--- config.mk ---
export PLATFORM = sky130hd
export DESIGN_NAME = io_pad_arbiter
export DESIGN_NICKNAME = d
export VERILOG_FILES = /design/src/rtl/io_pad_arbiter.sv
export SDC_FILE = /design/constraint.sdc
export NUM_CORES = 1
export LEC_CHECK = 0
export ABC_CLOCK_PERIOD_IN_PS = 4450
export BUFFER_PORTS_ARGS = -buffer_cell sky130_fd_sc_hd__buf_2
export CAP_MARGIN = 20
export CORE_MARGIN = 2
export CORE_UTILIZATION = 35
export CTS_CLUSTER_SIZE = 25
export DETAILED_ROUTE_END_ITERATION = 10
export PLACE_DENSITY_LB_ADDON = 0.25
export SLEW_MARGIN = 0
export SYNTH_ARGS = -nofsm -noshare
export SYNTH_HDL_FRONTEND = slang
export SYNTH_SLANG_ARGS = --single-unit
export TNS_END_PERCENT = 1
--- constraint.sdc ---
create_clock -name wb_clk_i -period 4.45 [get_ports wb_clk_i]
set_input_delay 0.89 -clock wb_clk_i [delete_from_list [all_inputs] [get_ports wb_clk_i]]
set_output_delay 0.89 -clock wb_clk_i [all_outputs]
set_load 0.05 [all_outputs]
--- src/rtl/io_pad_arbiter.sv ---
// rtl/io_pad_arbiter.sv - round-robin, lease-limited time-sharing of the user IO pad group
// Optional IO_ARB_PRIORITY_EN: client 0 pre-empts any owner and wins idle arbitration.
module io_pad_arbiter #(
  parameter int NREQ    = 4,
  parameter int NPADS   = 16,
  parameter int LEASE_W = 8,
  parameter int TURN    = 2
) (
  input  logic                    wb_clk_i,
  input  logic                    wb_rst_ni,
  input  logic [NREQ-1:0]         req_i,
  output logic [NREQ-1:0]         gnt_o,
  input  logic [NREQ*NPADS-1:0]   cli_out_i,
  input  logic [NREQ*NPADS-1:0]   cli_oeb_i,
  input  logic [NPADS-1:0]        pad_in_i,
  output logic [NPADS-1:0]        cli_in_o,
  output logic [NPADS-1:0]        pad_out_o,
  output logic [NPADS-1:0]        pad_oeb_o,
  input  logic [LEASE_W-1:0]      lease_max_i,
  output logic [2:0]              owner_o,
  output logic                    busy_o,
  output logic [2:0]              irq_o
);
  localparam int TW = $clog2(TURN + 1);

  typedef enum logic [1:0] {IDLE, GRANT, DRAIN} state_t;
  state_t state, state_n;

  logic [2:0]         rr_ptr, pick;
  logic [3:0]         sum;
  logic [NREQ-1:0]    req_rot;
  logic [LEASE_W-1:0] lease_cnt;
  logic [TW-1:0]      drain_cnt;
  logic [NPADS-1:0]   own_out, own_oeb;
  logic               found, start, leave, revoke, urgent, rr_keep;
  logic               owner_req, others_req, lease_up, irq_gnt, irq_rev;

  // Rotate requests so bit 0 is the client at rr_ptr, then take the first set bit.
  always_comb begin
    req_rot = NREQ'({req_i, req_i} >> rr_ptr);
    found   = 1'b0;
    pick    = '0;
    sum     = '0;
    for (int i = 0; i < NREQ; i++) begin
      if (!found && req_rot[i]) begin
        found = 1'b1;
        sum   = {1'b0, rr_ptr} + 4'(i);
        if (sum >= 4'(NREQ)) sum = sum - 4'(NREQ);
        pick  = sum[2:0];
      end
    end
`ifdef IO_ARB_PRIORITY_EN
    if (req_i[0]) pick = '0;
`endif
  end

  always_comb begin
    own_out = '0;
    own_oeb = '1;
    for (int k = 0; k < NREQ; k++) begin
      if (gnt_o[k]) begin
        own_out = cli_out_i[k*NPADS +: NPADS];
        own_oeb = cli_oeb_i[k*NPADS +: NPADS];
      end
    end
  end

  always_comb begin
    owner_req  = |(req_i & gnt_o);
    others_req = |(req_i & ~gnt_o);
    lease_up   = (lease_max_i != '0) && (lease_cnt >= lease_max_i - LEASE_W'(1));
    urgent     = 1'b0;
    rr_keep    = 1'b0;
`ifdef IO_ARB_PRIORITY_EN
    urgent     = (owner_o != 3'd0) && req_i[0];
    rr_keep    = (owner_o == 3'd0);
`endif
    start   = 1'b0;
    leave   = 1'b0;
    revoke  = 1'b0;
    state_n = state;
    case (state)
      IDLE: begin
        if (|req_i) begin
          start   = 1'b1;
          state_n = GRANT;
        end
      end
      GRANT: begin
        // A release on the same edge as a revoke wins, so no revoke pulse.
        if (!owner_req) begin
          leave = 1'b1;
        end else if ((lease_up && others_req) || urgent) begin
          leave  = 1'b1;
          revoke = 1'b1;
        end
        if (leave) state_n = DRAIN;
      end
      DRAIN: begin
        if (drain_cnt == TW'(TURN - 1)) state_n = IDLE;
      end
      default: state_n = IDLE;
    endcase
  end

  always_ff @(posedge wb_clk_i or negedge wb_rst_ni) begin
    if (!wb_rst_ni) state <= IDLE;
    else            state <= state_n;
  end

  always_ff @(posedge wb_clk_i or negedge wb_rst_ni) begin
    if (!wb_rst_ni) begin
      gnt_o     <= '0;
      owner_o   <= '0;
      rr_ptr    <= '0;
      lease_cnt <= '0;
      drain_cnt <= '0;
      irq_gnt   <= 1'b0;
      irq_rev   <= 1'b0;
      cli_in_o  <= '0;
      pad_out_o <= '0;
      pad_oeb_o <= '1;
    end else begin
      cli_in_o <= pad_in_i;
      irq_gnt  <= start;
      irq_rev  <= revoke;
      if (start) begin
        gnt_o     <= NREQ'(1) << pick;
        owner_o   <= pick;
        lease_cnt <= '0;
      end else if (leave) begin
        gnt_o     <= '0;
        drain_cnt <= '0;
        if (!rr_keep) rr_ptr <= (owner_o == 3'(NREQ - 1)) ? 3'd0 : owner_o + 3'd1;
      end else if (state == GRANT && lease_cnt != '1) begin
        lease_cnt <= lease_cnt + LEASE_W'(1);
      end
      if (state == DRAIN) drain_cnt <= drain_cnt + TW'(1);
      if (state == GRANT && !leave) begin
        pad_out_o <= own_out;
        pad_oeb_o <= own_oeb;
      end else begin
        pad_out_o <= '0;
        pad_oeb_o <= '1;
      end
    end
  end

  assign busy_o = (state == GRANT);
  assign irq_o  = {busy_o & others_req, irq_rev, irq_gnt};
endmodule

After elaboration in Yosys (flattened, before gate mapping) --
Index checks and enable logic that the tools add are counted.
Storage, ports and cells: logic and storage cells 109, RAM bits 0, output and inout port bits 59, input bits 158, bits in read-only memories 0, latch bits 0, register bits 72, memories 0
Cells by class: multiply operators 0, divide/modulo/power cells 0, bitwise operators 5, shift-type cells 2, muxes and demuxes 42, order comparisons 5, add/sub/neg operators 11, reduce and logical (&&, ||, !) cells 23, equal/unequal tests 10
Operator list (number):
- $mux 16 | 10
- $mux 3 | 9
- $mux 8 | 3
- $ge 4x3->1 const B | 3
- $mux 2 | 6
- $reduce_or 4->1 | 3
- $sub 3x3->3 const B | 4
- $mux 1 | 11
- $add 3x2->4 const B | 2
- $add 8x1->8 const B | 1
- $and 4x4->4 | 2
- $ge 8x8->1 | 1
- $mux 4 | 2
- $ne 8x8->1 const B | 1
- $reduce_bool 8->1 | 1
- $shr 8x3->4 | 1
- $sub 8x1->8 const B | 1
- $logic_and 1x1->1 | 7
- $ne 2x2->1 const B | 3
- $pmux 2 s3 | 1
- $reduce_and 2->1 | 3
- $reduce_bool 2->1 | 3
- $add 3x1->4 const B | 1
- $eq 2x1->1 const B | 2
- other kinds (13) | 17

Longest topological paths before layout --
Gate-level depths: netlist (run 1).
depth in word-level cells 13, depth in mapped cells 14, depth with buffers taken out 12

Least setup slack after synthesis (run 1) --
Ideal clock, no wire load.
kind input-to-reg, start point input port lease_max_i[3], end point register lease_cnt[5], setup time 0.078 ns, arrival 3.118 ns, path slack 1.255 ns, path buffers 0, cell stages on the path 12, data required time 4.372 ns, cell sequence nor2_4 > nand3_1 > nor4_1 > xnor2_1 > ha_1 > and2_4 > a221oi_2 > nand2_1 > a41oi_2 > nor2_2 > or4b_1 > a21oi_1
Between the ends: cells in the longest elaborated chain, start to end 10, elaborated cells between the ends (all ways) 11, those cells by class add/sub (1); order compare (1); eq/ne (1); mux (4); reduce/logical (4)
Ends and longest elaborated chain:
- start: declaration | RTL line 19 | input logic [LEASE_W-1:0] lease_max_i,
- $sub 8x1->8 | RTL line 71 | lease_up = (lease_max_i != '0) && (lease_cnt >= lease_max_i - LEASE_W'(1));
- $ge 8x8->1 | RTL line 71
- $logic_and 1x1->1 * | RTL line 71
- $logic_and 1x1->1 * | RTL line 93 | end else if ((lease_up && others_req) || urgent) begin
- $mux 1 * | RTL line 93
- $mux 1 * | RTL line 91 | if (!owner_req) begin
- $mux 1 * (2 in a row) | RTL line 82 | case (state)
- $ne 2x2->1 (no line) *
- $reduce_and 2->1 (no line) *
- end signal: assignment | RTL line 136 | lease_cnt <= lease_cnt + LEASE_W'(1);
- end: declaration | RTL line 32 | logic [LEASE_W-1:0] lease_cnt;
Mark *: on every way between the ends. The rest lies on a longest branch, timed or not. The select of a mux whose other input is x is not followed. A chain may end at the register's enable or synchronous reset.

Worst setup path in the final report (run 1) --
start point input port lease_max_i[3], end point register lease_cnt[2]
Same word-level chain as after synthesis.

==> results of run 1 <==
## cells by family (layout without fill, tap and decap cells)
group | count (synthesis) | count (layout) | synth area share [%]
AOI/OAI and AO/OA | 139 | 139 | 22.16
buffers and inverters | 47 | 251 | 5.219
and+or+nand+nor | 149 | 149 | 16.75
adders and majority gates | 13 | 13 | 4.063
xor gates and xnor gates | 6 | 6 | 1.312
DFF | 72 | 72 | 45.50
muxes | 20 | 20 | 5.000
## worst paths after layout
| check | to | start | slack, ns |
|---|---|---|---|
| setup / recovery | lease_cnt[2] | lease_max_i[3] | 1.08 |
| hold / removal | drain_cnt[1] | drain_cnt[1] | 0.50 |
| setup reg to reg | pad_oeb_o[9] | gnt_o[1] | 1.72 |
| hold reg to reg | drain_cnt[1] | drain_cnt[1] | 0.50 |
| max in group asynchronous | gnt_o[3] | wb_rst_ni | 3.14 |
| min in group asynchronous | cli_in_o[4] | wb_rst_ni | 0.66 |
## area by class of cell
cell class	count	area (sq um)	area share [%]
Clock buffer	10	229.0	4.193
Clock inverter	6	85.08	1.558
Inverter	15	56.30	1.031
Multi-Input combinational cell	327	1973	36.14
Sequential cell	72	1824	33.41
Tap cell	143	178.9	3.277
Timing Repair Buffer	220	1114	20.39
## through the flow
stage               setup WS [ns]  hold WS [ns]  total power (uW)  instances  cell area, sq um
finish                      1.083        0.5034              3001        793              5460
global route               0.8420        0.5359              3215        793              5460
CTS                         1.082        0.5046              3033        793              5460
detailed placement         0.7308        0.4924              2258        777              5146
global placement           0.9060        0.4834              2230        777              5146
floorplan                   1.255        0.4657              1930        446              4004
## sequential cells by signal, indices dropped and copies added (netlist names), 2 cells and up
signal	count
cli_in_o	16
pad_oeb_o	16
pad_out_o	16
lease_cnt	8
gnt_o	4
owner_o	3
rr_ptr	3
drain_cnt	2
state	2
## cell usage in the layout (no fill, tap or decap), types with 3 or more instances in the layout
cell | synthesis | layout
buf_2 | 6 | 215
inv_1 | 13 | 13
xnor2_1 | 4 | 4
nor2b_1 | 3 | 3
a31oi_1 | 3 | 3
mux2i_1 | 20 | 20
dfstp_2 | 16 | 16
ha_1 | 13 | 13
a32o_1 | 5 | 5
o21ai_0 | 29 | 29
nor2_1 | 56 | 56
clkbuf_16 | 0 | 9
nor4_1 | 3 | 3
nand3_1 | 6 | 6
and3_1 | 4 | 4
a211oi_1 | 3 | 3
nand2b_1 | 4 | 4
a21oi_1 | 44 | 44
o22ai_1 | 17 | 17
o31ai_1 | 4 | 4
dfrtp_1 | 56 | 54
nand2_1 | 54 | 54
buf_4 | 4 | 5
a22oi_1 | 19 | 19
## routing by layer
| metal | vias to the layer above | track usage [%] |
|---|---|---|
| met5 | - | 0 |
| met3 | 23 | 3.663 |
| met4 | 0 | 8.500 |
| met1 | 1815 | 23.57 |
| met2 | 155 | 33.13 |
| li1 | 1985 | - |
## report_power, final
part | total [uW] | switching, uW | internal (uW)
clock | 758 | 269 | 488
sequential | 913 | 136 | 777
combinational | 1330 | 873 | 456
## critical path, stage by stage
cell      delay (ns)
buf_2           0.12
nor2_4          0.12
nand3_1         0.11
nor4_1          0.26
xnor2_1         0.17
ha_1            0.28
and2_4          0.17
a221oi_2        0.28
nand2_1         0.11
a41oi_2         0.21
or2_1           0.44
and3_1          0.25
mux2i_1         0.19
==> results.yml, run 1 <==
logic_synthesis:
  yosys-top-cells-count: "dfrtp_1 (56), nor2_1 (56), nand2_1 (54), a21oi_1 (44), o21ai_0 (29)"
  seq_area_frac_synth_pct: 45.50
  netlist_area_sq_um: 4004
  syn_nets: 617
  synth_top_area_share_pct: 35.00
  async_reset_ff_share_pct: 100.0
  synthCells: 446
  ys.flop_type: "dfrtp_1"
  yosysWarnings: 0
  synth_seq_cells: 72
  avgSynthCellArea_sq_um: 8.977
  synth_edf_count: 0
  yosys-top-cells-area: "dfrtp_1 (35%), dfstp_2 (11%), a21oi_1 (5.5%)"
  yosys.area.top_type: "dfrtp_1"
  synth_cell_types: 59
pwr:
  vdd_drop_max_mv: 0.2590
  power_leakage_uw: 0.002654
  power_density_nw_per_um2: 549.5
floorplan:
  rows: 39
  initial_core_util_pct: 35.52
  die-height_um: 111.0
  core-area_sq_um: 11270
  die_w_um: 111.0
  pin_count: 217
  dieArea_sq_um: 12310
cts:
  clk_pin_slew_ns: 0.06
  htreeDepth: 3
  postCtsSetupBuffers: 0
  cts_buffers: 9
  clockRootBuffer: "clkbuf_16"
  clk_latency_ns: 0.33
  hold_buffers: 0
  ctsResizeCount: 0
  clock_path_buffers: 2
  cts_tree: "yes"
  clock_sinks: 72
grt:
  antenna_found_initial: 0
  grt_use_total_pct: 19.28
  grt_max_degree: 73
  grt_first_pass_wirelength_um: 18980
  overflow: 0
  grt_pass1_vias: 3906
sta:
  drv_slew: 0
  relSlewSlack_pct: 29.68
  tns_ns: 0
  hold_violations: 0
  rsz0062_at_grt: "false"
  setup-violations-final: 0
  period_share_pct: 75.65
  fmax_mhz: 297.0
  worst_pin_slew_ns: 1.053
  skew_ns: 0.004132
  fin_crit_ns: 3.367
detailed_routing:
  avgViaCountPerCell: 5.016
  vias: 3978
  routed.top_layer: "met4"
  drtPass1Iterations: 6
  m1WireLength_um: 4846
  avgRoutedWirePerCell_um: 14.74
  met2_length_um: 5887
  routed_wl_um: 11690
  drt_iter0_markers: 218
  wl_met3_um: 637
  ant_nets: 0
  drc: 0
outcome:
  status: "finished clean"
layout:
  diodes: 0
  fillers: 1092
  syn2layout_area_growth_pct: 36.38
  drive_above_1_share_pct: 40.77
  final_nets: 816
  fin_util_pct: 48.44
place:
  port_buffers: 216
  gp_congestion: 0.9105
  dpl.hpwl_um: 9082
setup_path:
  crit_type: "in -> reg"
  r2r_cells: 6
  cp_max_fo: 15
  required_ns: 4.70
  startpoint_type: "input pin"
  cp.arrival_ns: 3.62
  critPathCaptureType: "flip-flop"
min_path:
  hold-path-cell-count: 2
  holdCritPathClass: "reg -> reg"
flow_run:
  maxCapViolations: 0
(Power assumes the default switching activity.)
==> run 2: changes to the inputs <==
- ABC_CLOCK_PERIOD_IN_PS: 4450 -> 2900
- clock period: 4.45 -> 2.9 ns (I/O delays scaled with it)
==> run 2 against run 1 <==
Clock-buffer cell count fell by 1. Highest routed layer unchanged. Final cell count increased by 2.0%. Largest power group unchanged. Core utilization is 1.4 points higher. Non-clock buffer count increased by 16. Critical path depth is the same. Sequential share of layout area shrank 0.92 points. Die area did not move.
==> results.yml, run 2 (same netlist as run 1, synthesis figures left out) <==
outcome:
  status: "finished clean"
cts:
  clk_latency_ns: 0.33
  htreeDepth: 3
  cts_tree: "yes"
  ctsResizeCount: 0
  clk_pin_slew_ns: 0.06
  clock_sinks: 72
  clock_path_buffers: 2
  postCtsSetupBuffers: 0
  clockRootBuffer: "clkbuf_16"
  hold_buffers: 0
  cts_buffers: 9
place:
  gp_congestion: 0.9017
  dpl.hpwl_um: 9165
  port_buffers: 216
  placed_cell_area_sq_um: 5279
pwr:
  vdd_drop_max_mv: 0.3464
  power_uw: 4708
  power_leakage_uw: 0.002741
  power_density_nw_per_um2: 838.6
setup_path:
  crit_type: "in -> reg"
  cp_top_family: "simple AND/OR/NAND/NOR gates"
  startpoint_type: "input pin"
  critPathCaptureType: "flip-flop"
  crit_buf_inv: 1
  cp_max_fo: 4
  cp.arrival_ns: 3.04
  worst_path_max_delay_cell: "or4b_1"
  required_ns: 3.16
  cp_cell_sequence: "buf_2 > nor2_4 > nand3_1 > nor4_2 > xnor2_1 > ha_1 > and2_4 > a221oi_2 > nand2_1 > a41oi_2 > nor2_2 > or4b_1 > a21oi_1"
  slowest_delay_ns: 0.51
detailed_routing:
  routed_wl_um: 11470
  avgViaCountPerCell: 4.993
  avgRoutedWirePerCell_um: 14.18
  ant_nets: 0
  drtPass1Iterations: 4
  vias: 4039
  drt_iter0_markers: 220
  drc: 0
grt:
  grt_pass1_vias: 3918
  grt_use_total_pct: 18.60
  grt_max_degree: 73
  antenna_found_initial: 0
  overflow: 0
  grt_first_pass_wirelength_um: 18480
sta:
  tns_ns: 0
  drv_slew: 0
  skew_ns: 0.006865
  fin_crit_ns: 2.780
  fmax_mhz: 359.7
  setup-violations-final: 0
  worst_pin_slew_ns: 1.020
  period_share_pct: 95.86
  relSlewSlack_pct: 31.83
  rsz0062_at_grt: "true"
  hold_violations: 0
min_path:
  holdCritPathClass: "in -> async"
floorplan:
  die_w_um: 111.0
  initial_core_util_pct: 35.52
  rows: 39
  die-height_um: 111.0
  pin_count: 217
  core-area_sq_um: 11270
  dieArea_sq_um: 12310
layout:
  diodes: 0
  syn2layout_area_growth_pct: 40.22
  postLayoutCellArea_sq_um: 5614
  layout_common_cells: "buf_2 (215), nor2_1 (56), nand2_1 (54), dfrtp_1 (54), a21oi_1 (44)"
  reg_top3: "cli_in_o: 16 flops, pad_oeb_o: 16 flops, pad_out_o: 16 flops"
  final_nets: 832
  mostFrequentLayoutCell: "buf_2"
  fillers: 1034
  drive_above_1_share_pct: 42.49
flow_run:
  maxCapViolations: 0
[run 2: changes by cell type in the layout (fill, tap and decap cells not counted)]
cell      before  now
buf_12         0    1
nor4_2         0    1
inv_6          0    1
inv_8          0    1
clkbuf_1       1    0
clkinv_4       0    1
buf_4          5   20
nor4_1         3    2
clkinv_2       2    0
[run 2: worst paths after layout]
kind	depth (start not counted)	from	to	slack, ns
worst max-delay path	13	lease_max_i[3]	lease_cnt[5]	0.12
worst min-delay path	1	wb_rst_ni	cli_in_o[4]	0.35
worst max register to register	8	lease_cnt[7]	lease_cnt[5]	0.54
worst min register to register	2	drain_cnt[1]	drain_cnt[1]	0.51
max in group asynchronous	1	wb_rst_ni	gnt_o[2]	1.92
min in group wb_clk_i	1	pad_in_i[5]	cli_in_o[5]	0.35
[run 2: area by class of cell]
cell class              instances  area (sq um)  share of cell area [%]
inverters                      15         56.30                   1.003
clock inverters                 7         103.9                   1.850
well taps                     143         178.9                   3.187
repair buffers                236          1246                   22.20
flip-flops and latches         72          1824                   32.49
clock buffers                   9         225.2                   4.012
multi-input cells             327          1979                   35.26
[run 2: metrics by stage]
stage / hold slack (ns) / util, % / instances / setup WS [ns]
3_3_place_gp: 0.4820 / 46.83 / 793 / -0.1838
5_1_grt: 0.3372 / 49.81 / 809 / -0.06154
6_report: 0.3518 / 49.81 / 809 / 0.1202
2_1_floorplan: 0.2844 / - / 446 / 0.01463
4_1_cts: 0.3361 / 49.75 / 809 / 0.05202
3_5_place_dp: 0.5026 / 46.83 / 793 / -0.3159
[run 2: where the power goes]
part / switching, uW / internal (uW) / leakage (uW) / total (uW)
registers: 135 / 1190 / 0.000890 / 1330
logic: 1410 / 768 / 0.00170 / 2180
clock network: 438 / 763 / 0.000154 / 1200
[run 2: layer usage]
layer | part of all wire, % | track usage [%]
met5 | 0 | 0
met4 | 1.6 | 6.167
met3 | 6.1 | 3.882
met2 | 51 | 33.37
met1 | 41 | 22.16
==> run 3: changes to the inputs <==
- ABC_AREA: unset -> 1
- ABC_CLOCK_PERIOD_IN_PS: 2900 -> 3200
- CTS_CLUSTER_DIAMETER: unset -> 80
- clock period: 2.9 -> 3.2 ns (I/O delays scaled with it)
==> run 3 against run 2 <==
The run now ends with DRC left. Non-clock buffer count decreased by 10. Clock-buffer cell count increased by 1. Final cell count increased by 7.0%. Worst hold slack improved by 0.0087 ns. Wire length increased by 13%. Synthesized area increased by 4.1%. Via count increased by 6.9%. Critical path type unchanged. Critical endpoint is now lease_cnt[6]. Largest cell class unchanged.
==> results.yml, run 3 <==
sta:
  skew_ns: 0.009299
  period_share_pct: 78.27
  worst_pin_slew_ns: 0.7080
  setup-violations-final: 0
  tns_ns: 0
  fin_crit_ns: 2.505
  fmax_mhz: 399.3
  rsz0062_at_grt: "false"
  drv_slew: 0
  hold_violations: 0
  relSlewSlack_pct: 52.80
logic_synthesis:
  synth_seq_cells: 72
  yosys.area.top_type: "dfrtp_1"
  ys.flop_type: "dfrtp_1"
  yosys-top-cells-count: "nand2_1 (142), dfrtp_1 (56), nand3_1 (56), inv_1 (30), a21oi_1 (29)"
  syn_nets: 683
  netlist_area_sq_um: 4168
  synth_edf_count: 0
  yosys-top-cells-area: "dfrtp_1 (34%), nand2_1 (13%), dfstp_2 (10%)"
  avgSynthCellArea_sq_um: 8.140
  yosysMostFrequentCell: "nand2_1"
  seq_area_frac_synth_pct: 43.71
  async_reset_ff_share_pct: 100.0
  synthCells: 512
  synth_top_area_share_pct: 33.62
  yosysWarnings: 0
  synth_cell_types: 35
cts:
  cts_tree: "yes"
  clockRootBuffer: "clkbuf_16"
  htreeDepth: 3
  postCtsSetupBuffers: 0
  clock_path_buffers: 2
  hold_buffers: 0
  cts_buffers: 9
  ctsResizeCount: 0
  clk_pin_slew_ns: 0.06
  clk_latency_ns: 0.33
  clock_sinks: 72
setup_path:
  cp_max_fo: 13
  crit_type: "in -> reg"
  reg2reg_to: "lease_cnt[6]"
  cp_cell_sequence: "buf_2 > nor2_1 > nand2_1 > nor2_1 > nand2_1 > nor3_1 > xor2_1 > ha_1 > a21oi_1 > o21a_1 > nand2_1 > nand2_2 > nand2_2 > nand2_2 > buf_4 > nand3_1 > nand2_1"
  timing.critical_path.mode_cell: "nand2_1"
  worst_path_max_delay_cell: "ha_1"
  crit_buf_inv: 2
  r2r_slack_ns: 1.12
  slowest_delay_ns: 0.26
  startpoint_type: "input pin"
  reg2reg_from: "gnt_o[3]"
  required_ns: 3.46
  r2r_cells: 10
  critPathCaptureType: "flip-flop"
  cp.arrival_ns: 2.76
  cp_top_family: "simple AND/OR/NAND/NOR gates"
detailed_routing:
  drt_iter0_markers: 364
  drtPass1Iterations: 9
  routed_wl_um: 12950
  avgViaCountPerCell: 4.986
  vias: 4318
  ant_nets: 0
  avgRoutedWirePerCell_um: 14.95
  drc: 20
flow_run:
  maxCapViolations: 0
grt:
  overflow: 0
  antenna_found_initial: 0
  grt_use_total_pct: 20.15
  grt_first_pass_wirelength_um: 20680
  grt_max_degree: 46
  grt_pass1_vias: 4302
layout:
  fillers: 1137
  layout_common_cells: "buf_2 (216), nand2_1 (142), nand3_1 (56), dfrtp_1 (56), inv_1 (30)"
  final_nets: 889
  seqCellArea_sq_um: 1822
  multi_input_area_sq_um: 2004
  diodes: 0
  drive_above_1_share_pct: 41.63
  mostFrequentLayoutCell: "buf_2"
  postLayoutCellArea_sq_um: 5659
  syn2layout_area_growth_pct: 35.79
  reg_top3: "cli_in_o: 16 flops, pad_oeb_o: 16 flops, pad_out_o: 16 flops"
  finalNonFillerCells: 866
min_path:
  holdCritPathClass: "in -> async"
outcome:
  violations: "DRC"
  status: "complete, but fails checks"
floorplan:
  core-area_sq_um: 11520
  pin_count: 217
  rows: 39
  die_w_um: 113.1
  dieArea_sq_um: 12800
  die-height_um: 113.1
  initial_core_util_pct: 36.19
pwr:
  power_density_nw_per_um2: 772.6
  vdd_drop_max_mv: 0.2843
  power_leakage_uw: 0.002914
  power_uw: 4373
place:
  port_buffers: 216
  gp_congestion: 0.9743
  dpl.hpwl_um: 10190
  placed_cell_area_sq_um: 5338
  dp_cells: 850
==> run 3: worst max-delay path by stage <==
stage	start	end	slack, ns	cells past startpoint
after CTS	lease_max_i[2]	lease_cnt[6]	0.67	17
after floorplan	lease_max_i[1]	rr_ptr[0]	0.80	16
after detailed placement	lease_max_i[2]	lease_cnt[0]	0.34	17
after global routing	lease_max_i[2]	lease_cnt[3]	0.36	17
final	lease_max_i[2]	lease_cnt[6]	0.70	17
after global placement	lease_max_i[2]	lease_cnt[7]	0.47	17
==> run 3: cells by family after synthesis <==
family,synth area share [%]
simple gates,26.21
compound gates,15.46
buf+inv,8.196
flops,43.71
fa+ha+maj,3.903
xor+xnor,2.522
==> run 3: through the flow <==
stage | util (%) | setup slack, ns | hold slack (ns)
CTS | 49.14 | 0.6714 | 0.3802
detailed placement | 46.35 | 0.3442 | 0.5129
floorplan | - | 0.7977 | 0.3444
global route | 49.14 | 0.3582 | 0.3993
global placement | 46.35 | 0.4656 | 0.4922
finish | 49.14 | 0.6955 | 0.3606
==> run 3: worst reg2reg max path, cell delays in order, from the launching register on <==
cell     delay (ns)
dfrtp_1        0.38
buf_4          0.19
inv_2          0.42
o22ai_1        0.13
nor2_1         0.20
nor2_1         0.07
nand2_2        0.08
nand2_2        0.12
buf_4          0.23
nand3_1        0.08
nand2_1        0.06
==> run 3: cell type report <==
| class | instances | area share (%) |
|---|---|---|
| well taps | 143 | 3.162 |
| flip-flops and latches | 72 | 32.19 |
| multi-input cells | 368 | 35.42 |
| clock buffers | 10 | 4.046 |
| repair buffers | 226 | 20.65 |
| inverters | 41 | 2.896 |
| clock inverters | 6 | 1.636 |
==> run 3: per-layer routing <==
metal  vias up  GRT usage, %  part of all wire (%)
met5         -             0                     0
met4         0         7.154                   2.4
met3        22         4.821                   7.0
met2       192         34.89                    50
met1      1971         24.50                    40
li1       2133             -                     -
==> run 3: power by group <==
| part | internal [uW] | total, uW | switching, uW |
|---|---|---|---|
| clock network | 686 | 1070 | 381 |
| registers | 1070 | 1180 | 109 |
| logic | 644 | 2120 | 1480 |
| total | 2400 | 4370 | 1970 |
